File: config.mk
export PLATFORM = sky130hd
export DESIGN_NAME = lit_fifo_reader_flat
export DESIGN_NICKNAME = d
export VERILOG_FILES = /design/src/rtl/lit_fifo_reader_if.sv /design/src/rtl/lit_fifo_reader.sv /design/src/flat_wrapper.sv
export SDC_FILE = /design/constraint.sdc
export NUM_CORES = 1
export LEC_CHECK = 0
export ABC_AREA = 1
export BUFFER_PORTS_ARGS = -buffer_cell sky130_fd_sc_hd__buf_2
export CAP_MARGIN = 20
export CELL_PAD_IN_SITES_DETAIL_PLACEMENT = 0
export CELL_PAD_IN_SITES_GLOBAL_PLACEMENT = 1
export CORE_MARGIN = 3
export CORE_UTILIZATION = 43
export DETAILED_ROUTE_END_ITERATION = 8
export PLACE_DENSITY_LB_ADDON = 0.1
export SLEW_MARGIN = 20
export SYNTH_ARGS = -nofsm -noshare
export SYNTH_HDL_FRONTEND = slang
export SYNTH_SLANG_ARGS = --single-unit
File: constraint.sdc
create_clock -name clk -period 15.6 [get_ports clk]
set_input_delay 3.9 -clock clk [delete_from_list [all_inputs] [get_ports clk]]
set_output_delay 3.9 -clock clk [all_outputs]
set_load 0.005 [all_outputs]
File: src/rtl/lit_fifo_reader_if.sv
// Bundles the literal FIFO read port and the downstream literal write-command handshake.
// The master modport is the reader's view; the slave modport is the FIFO/consumer side.
interface lit_fifo_reader_if #(
   parameter int unsigned WIDTH = 85
);
   logic             fifo_empty;
   logic             fifo_rd_en;
   logic [WIDTH-1:0] fifo_dout;
   logic             lit_valid;
   logic             lit_ready;
   logic [15:0]      lit_addr;
   logic [63:0]      lit_data;
   logic [7:0]       lit_mask;
   logic             lit_last;

   modport master (
      input  fifo_empty, fifo_dout, lit_ready,
      output fifo_rd_en, lit_valid, lit_addr, lit_data, lit_mask, lit_last
   );

   modport slave (
      output fifo_empty, fifo_dout, lit_ready,
      input  fifo_rd_en, lit_valid, lit_addr, lit_data, lit_mask, lit_last
   );
endinterface

File: src/rtl/lit_fifo_reader.sv
// Pops literal tokens from the parser FIFO (1-cycle registered read), buffers them in a
// 2-entry skid buffer and presents byte-masked write commands with valid/ready.
module lit_fifo_reader #(
   parameter int unsigned WIDTH      = 85,
   parameter int unsigned SKID_DEPTH = 2
) (
   input  logic                  clk,
   input  logic                  rst,
   lit_fifo_reader_if.master     bus,
   output logic [31:0]           byte_count_o,
   output logic                  done_o,
   output logic                  len_err_o
);

   localparam int unsigned LastBit = WIDTH - 1;
   localparam logic [1:0]  Credits = 2'(SKID_DEPTH);

   typedef struct packed {
      logic        last;
      logic [7:0]  mask;
      logic [15:0] addr;
      logic [63:0] data;
   } entry_t;

   entry_t      head_q, head_d, tail_q, tail_d, tok;
   logic [1:0]  occ_q, occ_d;
   logic        inflight_q;
   logic [31:0] byte_count_q, byte_count_d;
   logic        done_q, done_d;
   logic        len_err_q, len_err_d;
   logic [3:0]  tok_len;
   logic [3:0]  pop_bytes;
   logic [1:0]  pending;
   logic        capture, hs, rd_en;

   // Token decode; mask bit i set for i < len, which clamps len > 8 to a full mask.
   always_comb begin
      tok_len   = bus.fifo_dout[LastBit-1 -: 4];
      tok.last  = bus.fifo_dout[LastBit];
      tok.addr  = bus.fifo_dout[79:64];
      tok.data  = bus.fifo_dout[63:0];
      tok.mask  = '0;
      for (int i = 0; i < 8; i++) begin
         tok.mask[i] = (4'(i) < tok_len);
      end
      capture   = inflight_q && ((tok_len != 4'd0) || tok.last);
   end

   always_comb begin
      hs      = (occ_q != 2'd0) && bus.lit_ready;
      pending = occ_q + 2'(inflight_q);
      // A slot freed by this cycle's handshake can be re-credited immediately.
      rd_en   = !rst && !bus.fifo_empty &&
                ((pending < Credits) || ((pending == Credits) && hs));
   end

   always_comb begin
      head_d = head_q;
      tail_d = tail_q;
      occ_d  = occ_q;
      if (hs) begin
         head_d = tail_q;
         occ_d  = occ_q - 2'd1;
      end
      if (capture) begin
         if (occ_d == 2'd0) begin
            head_d = tok;
         end else begin
            tail_d = tok;
         end
         occ_d = occ_d + 2'd1;
      end

      pop_bytes = '0;
      for (int i = 0; i < 8; i++) begin
         pop_bytes = pop_bytes + 4'(head_q.mask[i]);
      end
      byte_count_d = byte_count_q + (hs ? 32'(pop_bytes) : 32'd0);
      done_d       = hs && head_q.last;
      len_err_d    = len_err_q || (inflight_q && (tok_len > 4'd8));
   end

   always_ff @(posedge clk or posedge rst) begin
      if (rst) begin
         head_q       <= '0;
         tail_q       <= '0;
         occ_q        <= '0;
         inflight_q   <= 1'b0;
         byte_count_q <= '0;
         done_q       <= 1'b0;
         len_err_q    <= 1'b0;
      end else begin
         head_q       <= head_d;
         tail_q       <= tail_d;
         occ_q        <= occ_d;
         inflight_q   <= rd_en;
         byte_count_q <= byte_count_d;
         done_q       <= done_d;
         len_err_q    <= len_err_d;
      end
   end

   assign bus.fifo_rd_en = rd_en;
   assign bus.lit_valid  = (occ_q != 2'd0);
   assign bus.lit_addr   = head_q.addr;
   assign bus.lit_data   = head_q.data;
   assign bus.lit_mask   = head_q.mask;
   assign bus.lit_last   = head_q.last;
   assign byte_count_o   = byte_count_q;
   assign done_o         = done_q;
   assign len_err_o      = len_err_q;

endmodule

File: src/flat_wrapper.sv
// flat-port wrapper written by rule: the top's interface ports become plain ports
module lit_fifo_reader_flat 
#(
   parameter int unsigned WIDTH      = 85,
   parameter int unsigned SKID_DEPTH = 2
)
  (clk, rst, byte_count_o, done_o, len_err_o, bus_fifo_empty, bus_fifo_dout, bus_lit_ready, bus_fifo_rd_en, bus_lit_valid, bus_lit_addr, bus_lit_data, bus_lit_mask, bus_lit_last);
  lit_fifo_reader_if #(.WIDTH(WIDTH)) bus_i ();
  input  logic clk;
  input  logic rst;
  output logic [31:0] byte_count_o;
  output logic done_o;
  output logic len_err_o;
  input wire logic [$bits(bus_i.fifo_empty)-1:0] bus_fifo_empty;
  input wire logic [$bits(bus_i.fifo_dout)-1:0] bus_fifo_dout;
  input wire logic [$bits(bus_i.lit_ready)-1:0] bus_lit_ready;
  output wire logic [$bits(bus_i.fifo_rd_en)-1:0] bus_fifo_rd_en;
  output wire logic [$bits(bus_i.lit_valid)-1:0] bus_lit_valid;
  output wire logic [$bits(bus_i.lit_addr)-1:0] bus_lit_addr;
  output wire logic [$bits(bus_i.lit_data)-1:0] bus_lit_data;
  output wire logic [$bits(bus_i.lit_mask)-1:0] bus_lit_mask;
  output wire logic [$bits(bus_i.lit_last)-1:0] bus_lit_last;
  assign bus_i.fifo_empty = bus_fifo_empty;
  assign bus_i.fifo_dout = bus_fifo_dout;
  assign bus_i.lit_ready = bus_lit_ready;
  assign bus_fifo_rd_en = bus_i.fifo_rd_en;
  assign bus_lit_valid = bus_i.lit_valid;
  assign bus_lit_addr = bus_i.lit_addr;
  assign bus_lit_data = bus_i.lit_data;
  assign bus_lit_mask = bus_i.lit_mask;
  assign bus_lit_last = bus_i.lit_last;
  lit_fifo_reader #(.WIDTH(WIDTH), .SKID_DEPTH(SKID_DEPTH)) u_core (.clk(clk), .rst(rst), .bus(bus_i), .byte_count_o(byte_count_o), .done_o(done_o), .len_err_o(len_err_o));
endmodule
### Yosys cells after proc, flatten, opt, wreduce, memory -nomap -nowiden

Cells that the tools add are included.

| storage, ports and cells | value |
|---|---|
| output and inout port bits | 125 |
| input bits | 89 |
| flip-flop bits (word level) | 215 |
| word-level logic and storage cells | 58 |

| operators by class | value |
|---|---|
| add/subtract/negate cells | 11 |
| bitwise gates (word level) | 1 |
| magnitude comparators | 10 |
| reductions and logical operators | 16 |
| mux-type cells | 6 |
| equality and inequality tests | 1 |

Operators with widths:

| operator | count |
|---|---|
| $mux W89 | 3 |
| $add A32 B32 Y32 | 1 |
| $add A4 B1 Y4 | 6 |
| $lt A3 B4 Y1 const A | 4 |
| $lt A1 B4 Y1 const A | 2 |
| $lt A2 B4 Y1 const A | 2 |
| $logic_and A1 B1 Y1 | 7 |
| $gt A4 B4 Y1 const B | 1 |
| $mux W2 | 2 |
| $mux W4 | 1 |
| $reduce_bool A4 Y1 | 1 |
| $logic_or A1 B1 Y1 | 3 |
| $add A1 B1 Y2 | 1 |
| $add A2 B1 Y2 | 1 |
| $add A2 B1 Y2 const B | 1 |
| $eq A2 B2 Y1 const B | 1 |
| $logic_not A1 Y1 | 2 |
| $logic_not A2 Y1 | 1 |
| $lt A2 B2 Y1 const B | 1 |
| $reduce_and A2 Y1 | 1 |
| $reduce_bool A2 Y1 | 1 |
| $sub A2 B1 Y2 const B | 1 |
| $not A1 Y1 | 1 |

### Longest topological paths before layout

Gate-level depths: netlist (run 1).

| logic depth | value |
|---|---|
| depth in word-level cells | 9 |
| mapped depth | 19 |
| mapped depth without buffers | 19 |

### Worst setup path before layout (run 1)

OpenSTA, ideal clock, no wires.

| timing path | value |
|---|---|
| kind | input to output |
| from | input port bus_lit_ready |
| to | output port bus_fifo_rd_en |
| data arrival time | 4.704 ns |
| buffers on the path | 1 |
| setup slack | 6.996 ns |
| stages on the path | 4 |
| required time | 11.700 ns |
| path through | nand2_2 -> buf_2 -> or2_2 -> a211oi_1 |

| between the ends | value |
|---|---|
| cells in the longest elaborated chain, start to end | 4 |

RTL lines:

| item | line | RTL |
|---|---|---|
| start: declaration | flat_wrapper.sv:16 | `input wire logic [$bits(bus_i.lit_ready)-1:0] bus_lit_ready;` |
| $logic_and A1 B1 Y1 | lit_fifo_reader.sv:50 | `hs = (occ_q != 2'd0) && bus.lit_ready;` |
| $logic_and A1 B1 Y1 | lit_fifo_reader.sv:54 | `((pending < Credits) \|\| ((pending == Credits) && hs));` |
| $logic_or A1 B1 Y1 | lit_fifo_reader.sv:54 |  |
| $logic_and A1 B1 Y1 | lit_fifo_reader.sv:53 | `rd_en = !rst && !bus.fifo_empty &&` |
| end: declaration | flat_wrapper.sv:17 | `output wire logic [$bits(bus_i.fifo_rd_en)-1:0] bus_fifo_rd_en;` |

No other way between the ends.

### Worst setup path in the final report (run 1)

Same ends and word-level chain as after synthesis.

==> results of run 1 <==
## power by group
part | switching, W | internal (W) | total [W] | leakage [nW]
clock | 0.000228 | 0.000380 | 0.000608 | 0.424
sequential | 0.000124 | 0.000782 | 0.000906 | 2.73
combinational | 0.000488 | 0.000332 | 0.000820 | 3.63
## placed cells by master, fill, tap and decap left out, drive strengths merged
master and n:
xor2 10, nand4 2, a211oi 1, nor3 1
o21bai 1, or2 3, a21oi 5, clkinv 6
inv 133, clkbuf 34, nand3b 12, fa 5
o21ai 191, nand3 11, buf 218, xnor2 7
clkinvlp 1, bufinv 4, nor2 58, dfrtp 215
nand2 570, ha 10
## stage by stage
stage	util, %	power [W]	std cells
after floorplan	-	0.00150	1292
after global placement	49.5	0.00173	1766
after detailed placement	49.5	0.00174	1766
after CTS	53.2	0.00237	1811
after global routing	53.3	0.00255	1811
final	53.3	0.00233	1811
## layer usage
| metal | track usage, % | up-vias | wire, um |
|---|---|---|---|
| met5 | 0 | - | 0 |
| met4 | 3.75 | 0 | 403 |
| met3 | 3.82 | 26 | 1450 |
| met2 | 30.1 | 202 | 11200 |
| met1 | 28.0 | 3822 | 11800 |
| li1 | - | 4362 | - |
## how the worst max path moves through the flow
stage | start | end | slack, ps | cells past startpoint
after floorplan | rst | u_core.bus.lit_addr[0] | 5820 | 1
after global placement | bus_lit_ready | bus_fifo_rd_en | 6610 | 5
after detailed placement | bus_lit_ready | bus_fifo_rd_en | 6570 | 5
after CTS | bus_lit_ready | bus_fifo_rd_en | 6560 | 5
after global routing | bus_lit_ready | bus_fifo_rd_en | 6500 | 5
final | bus_lit_ready | bus_fifo_rd_en | 6580 | 5
## cells by family (layout without fill, tap and decap cells)
kind of cell | Yosys count | after routing | synth area share (%)
simple gates | 657 | 657 | 25.4
flops | 215 | 215 | 52.3
compound gates | 198 | 198 | 10.0
buf+inv | 190 | 396 | 8.62
xor+xnor | 17 | 17 | 1.45
fa+ha+maj | 15 | 15 | 2.19
## flip-flops by register name, summed over array words and instances, names as in the netlist
name	cells
u_core.inflight_q	1
u_core.done_o	1
u_core.bus.lit_addr	16
u_core.bus.lit_last	1
u_core.occ_q	2
u_core.len_err_o	1
u_core.tail_q	89
u_core.bus.lit_data	64
u_core.byte_count_o	32
u_core.bus.lit_mask	8
## layout make-up
class                   count  area [sq um]  share of cell area (%)
flip-flops and latches    215          5380                    43.8
multi-input cells         887          4030                    32.8
repair buffers            218          1100                    8.99
clock buffers              34           699                    5.70
inverters                 133           512                    4.17
well taps                 313           392                    3.19
clock inverters            11           161                    1.31
==> metrics.md, run 1 <==
| Metric | Value |
|---|---|
| Status | `finished, final reports clean` |
| R2R setup slack | `11300 ps` |
| Fin Setup TNS | `0 ps` |
| DP Wirelength | `16200 um` |
| CTS tree | `built` |
| Worst Slack Setup Final | `6580 ps` |
| Hold crit path type | `flop to flop` |
| Highest Clock Rate | `0.111 GHz` |
| I/O Pins | `214` |
| Worst slew pin tran | `1050 ps` |
| Worst Skew | `8.49 ps` |
| Final period util | `57.8%` |
| N_diodes | `0` |
| Initial Utilization | `44.6%` |
| Largest net degree at the start of global routing | `147` |
| Cell mode on critical path | `buf_2` |
| Kind of critical path | `input pin to output pin` |
| Total wire length | `24800 um` |
| Clk root buf | `clkbuf_16` |
| Main synth FF type | `dfrtp_1` |
| Worst EP arrival | `5120 ps` |
| Final Hold Slack | `483 ps` |
| Max Cap Viol | `0` |
| Post-Syn Nets | `1396` |
| CP max FO | `39` |
| DIE AREA | `0.0258 sq mm` |
| Min Tclk post-route | `9020 ps` |
| Final nets | `1584` |
| Synth-to-Final Area Change | `19.3%` |
| Top-count cell post-synth | `nand2_1` |
| Worst Path Buf+Inv | `2` |
| Hold buffer count at CTS | `0` |
| CTS buffer count | `25` |
| P per Cell Area | `190 mW/mm^2` |
| Routability cong. | `0.844` |
| Vias in the first global route | `8122` |
| CP startpoint kind | `input pin` |
| WL/cell | `13.7 um` |
| Reg2reg end | `u_core.byte_count_o[30]` |
| Initial antenna violation count | `0` |
| RSZ-0062 raised after global routing | `false` |
| PostCTS Resize Cnt | `0` |
| Worst slack at placement | `6570 ps` |
| Slew margin rel. | `30.0%` |
| Top cell type's share of synthesized area | `52.3%` |
| Setup bufs post-CTS | `0` |
| Post-route ant nets | `0` |
| Worst Hold Launch | `u_core.len_err_o` |
| Total Routing Usage GR | `19.2%` |
| Yosys top cell by area | `dfrtp_1` |
| Pre-Repair DR Iteration Count | `5` |
| Reg2reg start | `u_core.bus.lit_mask[1]` |
| Hold path cells | `1` |
| Clock transition at path regs | `60 ps` |
| CORE AREA | `0.0231 sq mm` |
| R2R depth | `15` |
| Maximum vdd drop | `0.0857 mV` |
| Commonest cells post-synth | `nand2_1, dfrtp_1, inv_1` |
| Average cell area after synthesis | `7.96 sq um` |
| Site Rows | `55` |
| Fillers | `2344` |
| Die height | `161 um` |
| Synth Register Bits | `215` |
| Grt total ovfl | `0` |
| Yosys warns | `0` |
| CP required | `11700 ps` |
| Via count | `8412` |
| DRT iter0 DRCs | `608` |
| Distinct cells, synth | `31` |
| Clock latency at the later pin of the worst-skew pair | `510 ps` |
| First-pass GRT wire length | `41500 um` |
| Dpl cell area | `0.0114 sq mm` |
| Final slew viol count | `0` |
| Clock tree buffer depth | `3` |
| Via-to-Cell Ratio | `4.64` |
| Setup-failing EPs final | `0` |
| Htree depth | `1` |
| Clock sink count | `215` |
| Largest stage delay, worst path | `400 ps` |
| Layout cells sized above 1 | `19.4%` |
| # DRC | `0` |
| Port bufs | `213` |
| Post-Syn Instances | `1292` |
| Cell area after synthesis | `0.0103 sq mm` |
| Ys async rst share | `100%` |
| Final Cell Area | `0.0123 sq mm` |
| Die Wd | `161 um` |
| Leakage | `6.78 nW` |
| Top delay family on crit path | `simple AND/OR/NAND/NOR gates` |
| Hold EP | `u_core.len_err_o` |
| Sequential area share after synthesis | `52.3%` |
| Top post-synthesis cells by area | `dfrtp_1, nand2_1, o21ai_0` |
| Fin. Hold Viols | `0` |
| Critical-path top delay cell | `or2_2` |
| Worst setup EP type | `output pin` |
| Worst path cell trace | `buf_2, nand2_4, or2_2, a211oi_1, buf_2` |
| Number of synthesized flops with an enable pin | `0` |
Note: power is estimated with default switching activity, not from simulation.
==> run 2: changes to the inputs <==
- CORE_UTILIZATION: 43 -> 36
- clock period: 15.6 -> 7.5 ns (I/O delays scaled with it)
==> run 2 against run 1 <==
Utilization decreased by 8.9 points. Combinational power increased by 110%. First-iteration DRC count decreased by 14%. Clock-buffer cell count increased by 6. Clock skew increased by 6.0 ps.
==> metrics.md, run 2 (synthesis gave the netlist of run 1 again) <==
| Metric | Value |
|---|---|
| Status | `finished, final reports clean` |
| Grt total ovfl | `0` |
| Post-route ant nets | `0` |
| N_diodes | `0` |
| Min Tclk post-route | `5130 ps` |
| Maximum vdd drop | `0.179 mV` |
| CTS buffer count | `26` |
| Initial Utilization | `36.7%` |
| Pre-Repair DR Iteration Count | `5` |
| Clock latency at the later pin of the worst-skew pair | `520 ps` |
| PostCTS Resize Cnt | `0` |
| Via-to-Cell Ratio | `4.51` |
| Routability cong. | `0.774` |
| Slew margin rel. | `42.4%` |
| Worst Skew | `14.5 ps` |
| Highest Clock Rate | `0.195 GHz` |
| Largest Register | `u_core.tail_q` |
| Total Routing Usage GR | `17.0%` |
| Post-Layout Cell Count | `1883` |
| Final Hold Slack | `468 ps` |
| Htree depth | `1` |
| Port bufs | `213` |
| Clk root buf | `clkbuf_16` |
| Critical Path Source | `bus_lit_ready` |
| Max Cap Viol | `0` |
| Layout cells sized above 1 | `19.5%` |
| Worst EP arrival | `3250 ps` |
| Worst setup EP type | `output pin` |
| Synth-to-Final Area Change | `20.8%` |
| Setup-failing EPs final | `0` |
| # DRC | `0` |
| GRT met2 Usage | `25.9%` |
| Leakage | `6.81 nW` |
| Met1 usage | `25.3%` |
| Most common cell after layout, fill and taps aside | `nand2_1` |
| Placed Cells | `1835` |
| Vias in the first global route | `8127` |
| Global routing's busiest layer | `met2` |
| CP required | `5620 ps` |
| Final period util | `68.3%` |
| DRT iter0 DRCs | `523` |
| Worst slew pin tran | `864 ps` |
| CTS tree | `built` |
| Most frequent cells in the layout | `nand2_1, dfrtp_1, buf_2` |
| Clock tree buffer depth | `3` |
| WL/cell | `13.8 um` |
| Total power draw | `0.00491 W` |
| Final nets | `1589` |
| P per Cell Area | `395 mW/mm^2` |
| Clock sink count | `215` |
| Die height | `175 um` |
| Initial antenna violation count | `1` |
| Worst Hold Launch | `u_core.len_err_o` |
| Reg2reg start | `u_core.bus.lit_mask[1]` |
| R2R setup slack | `3220 ps` |
| Hold buffer count at CTS | `0` |
| Clock transition at path regs | `50 ps` |
| Fin Setup TNS | `0 ps` |
| CP max FO | `54` |
| Max reg flops | `89` |
| Die Wd | `175 um` |
| Total wire length | `26000 um` |
| Setup bufs post-CTS | `0` |
| Largest net degree at the start of global routing | `133` |
| DP Wirelength | `17400 um` |
| CP startpoint kind | `input pin` |
| Fin. Hold Viols | `0` |
| Kind of critical path | `input pin to output pin` |
| I/O Pins | `214` |
| Post-layout util | `44.4%` |
| CORE AREA | `0.0280 sq mm` |
| First-pass GRT wire length | `42900 um` |
| Via count | `8484` |
| RSZ-0062 raised after global routing | `false` |
| DIE AREA | `0.0306 sq mm` |
| Hold crit path type | `flop to flop` |
| Site Rows | `61` |
| Final slew viol count | `0` |
| Met3 Usage GRT | `3.17%` |
## run 2: cell count changes in the layout (fill, tap and decap cells not counted), moves of 2 or more
cell       before  now
buf_4           5    8
clkbuf_1        5    8
clkbuf_16      25   27
clkinv_2        5    3
## run 2: where the power goes
| group | switching (W) | internal [W] | leakage, nW |
|---|---|---|---|
| clock | 0.000490 | 0.000812 | 0.437 |
| sequential | 0.000261 | 0.00162 | 2.73 |
| combinational | 0.00102 | 0.000697 | 3.64 |
## run 2: path summary, 6_finish.rpt
kind	to	cells after the start
setup reg to reg	u_core.byte_count_o[30]	15
setup / recovery	bus_fifo_rd_en	5
hold / removal	u_core.len_err_o	1
hold reg to reg	u_core.len_err_o	1
min in group asynchronous	u_core.inflight_q	2
max in group asynchronous	u_core.byte_count_o[24]	3
## run 2: layout make-up
cell class,count,area (sq um)
Fill cell,2969,15600
Timing Repair Buffer,222,1150
Clock buffer,40,774
Tap cell,378,473
Sequential cell,215,5380
Inverter,133,503
Clock inverter,8,121
Multi-Input combinational cell,887,4030
## run 2: per-stage QoR
stage | cell area [sq um] | setup WS (ps)
after CTS | 12400 | 2360
after global placement | 11500 | 2400
final | 12400 | 2370
after detailed placement | 11500 | 2380
after global routing | 12400 | 2290
after floorplan | 10300 | 2830
## run 2: critical path: stages
cell	delay [ps]
buf_2	110
nand2_4	360
or2_2	450
a211oi_1	270
buf_2	170
## run 2: metal layers
layer / wire length (um) / vias to the layer above
met2: 11200 / 208
li1: - / 4373
met3: 1520 / 35
met5: 13 / -
met4: 469 / 2
met1: 12800 / 3866
==> run 3: changes to the inputs <==
- clock period: 7.5 -> 4.4 ns (I/O delays scaled with it)
==> run 3 against run 2 <==
Die area unchanged. Non-clock buffer count is 3 higher. Global-route usage is 0.31 points higher. Critical endpoint is now u_core.byte_count_o[16]. Highest routed layer unchanged. Total power rose by 70%. Critical path type is now flop to flop. Clock skew about the same.
==> metrics.md, run 3 (synthesis gave the netlist of run 1 again) <==
| Metric | Value |
|---|---|
| Pre-Repair DR Iteration Count | `5` |
| Dpl cell area | `0.0116 sq mm` |
| Fin Setup TNS | `0 ps` |
| Worst setup EP type | `flop` |
| CP max FO | `3` |
| Placed Cells | `1838` |
| Clock tree buffer depth | `3` |
| Max reg flops | `89` |
| Die Wd | `175 um` |
| CTS tree | `built` |
| Highest Clock Rate | `0.247 GHz` |
| CP startpoint kind | `flop` |
| Via count | `8485` |
| Clock sink count | `215` |
| Layout cells sized above 1 | `20.0%` |
| Total Routing Usage GR | `17.3%` |
| Routability cong. | `0.788` |
| Worst slew pin tran | `657 ps` |
| CORE AREA | `0.0280 sq mm` |
| Max Cap Viol | `0` |
| Synth-to-Final Area Change | `21.3%` |
| CP required | `4810 ps` |
| GRT met2 Usage | `27.4%` |
| Die height | `175 um` |
| Initial Utilization | `36.7%` |
| Setup-failing EPs final | `0` |
| Fillers | `2932` |
| Min Tclk post-route | `4060 ps` |
| Final Hold Slack | `483 ps` |
| Hold buffer count at CTS | `0` |
| Kind of critical path | `flop to flop` |
| I/O Pins | `214` |
| Final nets | `1592` |
| Htree depth | `1` |
| Most frequent cells in the layout | `nand2_1, dfrtp_1, buf_2` |
| Cell mode on critical path | `fa_1` |
| Grt total ovfl | `0` |
| Post-route ant nets | `0` |
| Final Cell Area | `0.0125 sq mm` |
| Critical-path top delay cell | `fa_1` |
| Worst path cell trace | `ha_1, inv_1, fa_1, fa_1, fa_1, fa_1, nor2_1, inv_1, fa_1, buf_4, o21ai_1, nand2_1, o21ai_0, nand2_1` |
| Final period util | `92.2%` |
| Vias in the first global route | `8361` |
| Via-to-Cell Ratio | `4.50` |
| Clk root buf | `clkbuf_16` |
| Maximum vdd drop | `0.318 mV` |
| Largest stage delay, worst path | `490 ps` |
| Met3 Usage GRT | `3.78%` |
| Hold crit path type | `flop to flop` |
| Clock latency at the later pin of the worst-skew pair | `520 ps` |
| Worst EP arrival | `4460 ps` |
| Slew margin rel. | `56.2%` |
| Port bufs | `213` |
| WL/cell | `14.1 um` |
| Final slew viol count | `0` |
| Worst Skew | `14.6 ps` |
| P per Cell Area | `667 mW/mm^2` |
| Post-layout util | `44.6%` |
| Fin. Hold Viols | `0` |
| Most common cell after layout, fill and taps aside | `nand2_1` |
| RSZ-0062 raised after global routing | `false` |
| DIE AREA | `0.0306 sq mm` |
| # DRC | `0` |
| Global routing's busiest layer | `met2` |
| Site Rows | `61` |
| Met1 usage | `24.5%` |
| Leakage | `6.84 nW` |
| Largest net degree at the start of global routing | `117` |
| DRT iter0 DRCs | `450` |
| DP Wirelength | `17600 um` |
| Post-Layout Cell Count | `1884` |
| Clock transition at path regs | `60 ps` |
| Largest Register | `u_core.tail_q` |
| Total wire length | `26600 um` |
| Initial antenna violation count | `5` |
| First-pass GRT wire length | `43800 um` |
| CTS buffer count | `26` |
| Status | `finished, final reports clean` |
## run 3: cell types whose count changed in the layout (fill, tap and decap cells not counted), moves of 2 or more
cell      delta
clkinv_2     +2
o21ai_0      -2
buf_12       +4
o21ai_1      +2
clkbuf_8     +2
clkbuf_1     -7
diode_2      +4
## run 3: worst max-delay path: cells and delay by family, from the launching register on
family	cells	cell delay (ps)
adder cells (fa/ha/maj)	6	2490
flip-flops	1	400
AND/OR/NAND/NOR	3	390
AO/OA/AOI/OAI	2	380
buffers and inverters	3	290
## run 3: repair_timing
| action | in CTS | in global routing |
|---|---|---|
| setup buffers | 0 | 0 |
| resized for setup | 0 | 4 |
| setup endpoints to repair | 0 | 4 |
## run 3: layout make-up
cell class / count / area (sq um) / share of cell area, %
Inverter: 133 / 503 / 4.03
Multi-Input combinational cell: 887 / 4040 / 32.4
Clock inverter: 7 / 85.1 / 0.681
Tap cell: 378 / 473 / 3.79
Antenna cell: 4 / 10.0 / 0.0802
Sequential cell: 215 / 5380 / 43.1
Clock buffer: 35 / 776 / 6.21
Timing Repair Buffer: 225 / 1220 / 9.76
## run 3: through the flow
stage	total power [W]	setup WS, ps
after global routing	0.00915	57.4
after floorplan	0.00531	470
after global placement	0.00624	175
after detailed placement	0.00626	143
final	0.00833	345
after CTS	0.00849	138
## run 3: path summary, 6_finish.rpt
check,start,endpoint,slack (ps),depth (start not counted)
max,u_core.bus.lit_mask[1],u_core.byte_count_o[16],340,14
max in group asynchronous,rst,u_core.byte_count_o[4],3100,3
min reg2reg,u_core.tail_q[50],u_core.tail_q[50],480,2
min,u_core.tail_q[50],u_core.tail_q[50],480,2
max reg2reg,u_core.bus.lit_mask[1],u_core.byte_count_o[16],340,14
min in group asynchronous,rst,u_core.tail_q[2],770,3
## run 3: routing by layer
layer,vias up,wire [um]
li1,4370,-
met1,3875,12600
met2,201,11900
met3,35,1590
met4,4,562
met5,-,27
## run 3: power by group
| group | switching [W] | leakage [nW] | internal (W) | total [W] |
|---|---|---|---|---|
| Sequential | 0.000429 | 2.73 | 0.00277 | 0.00320 |
| Clock | 0.000809 | 0.432 | 0.00133 | 0.00214 |
| Combinational | 0.00177 | 3.68 | 0.00122 | 0.00299 |
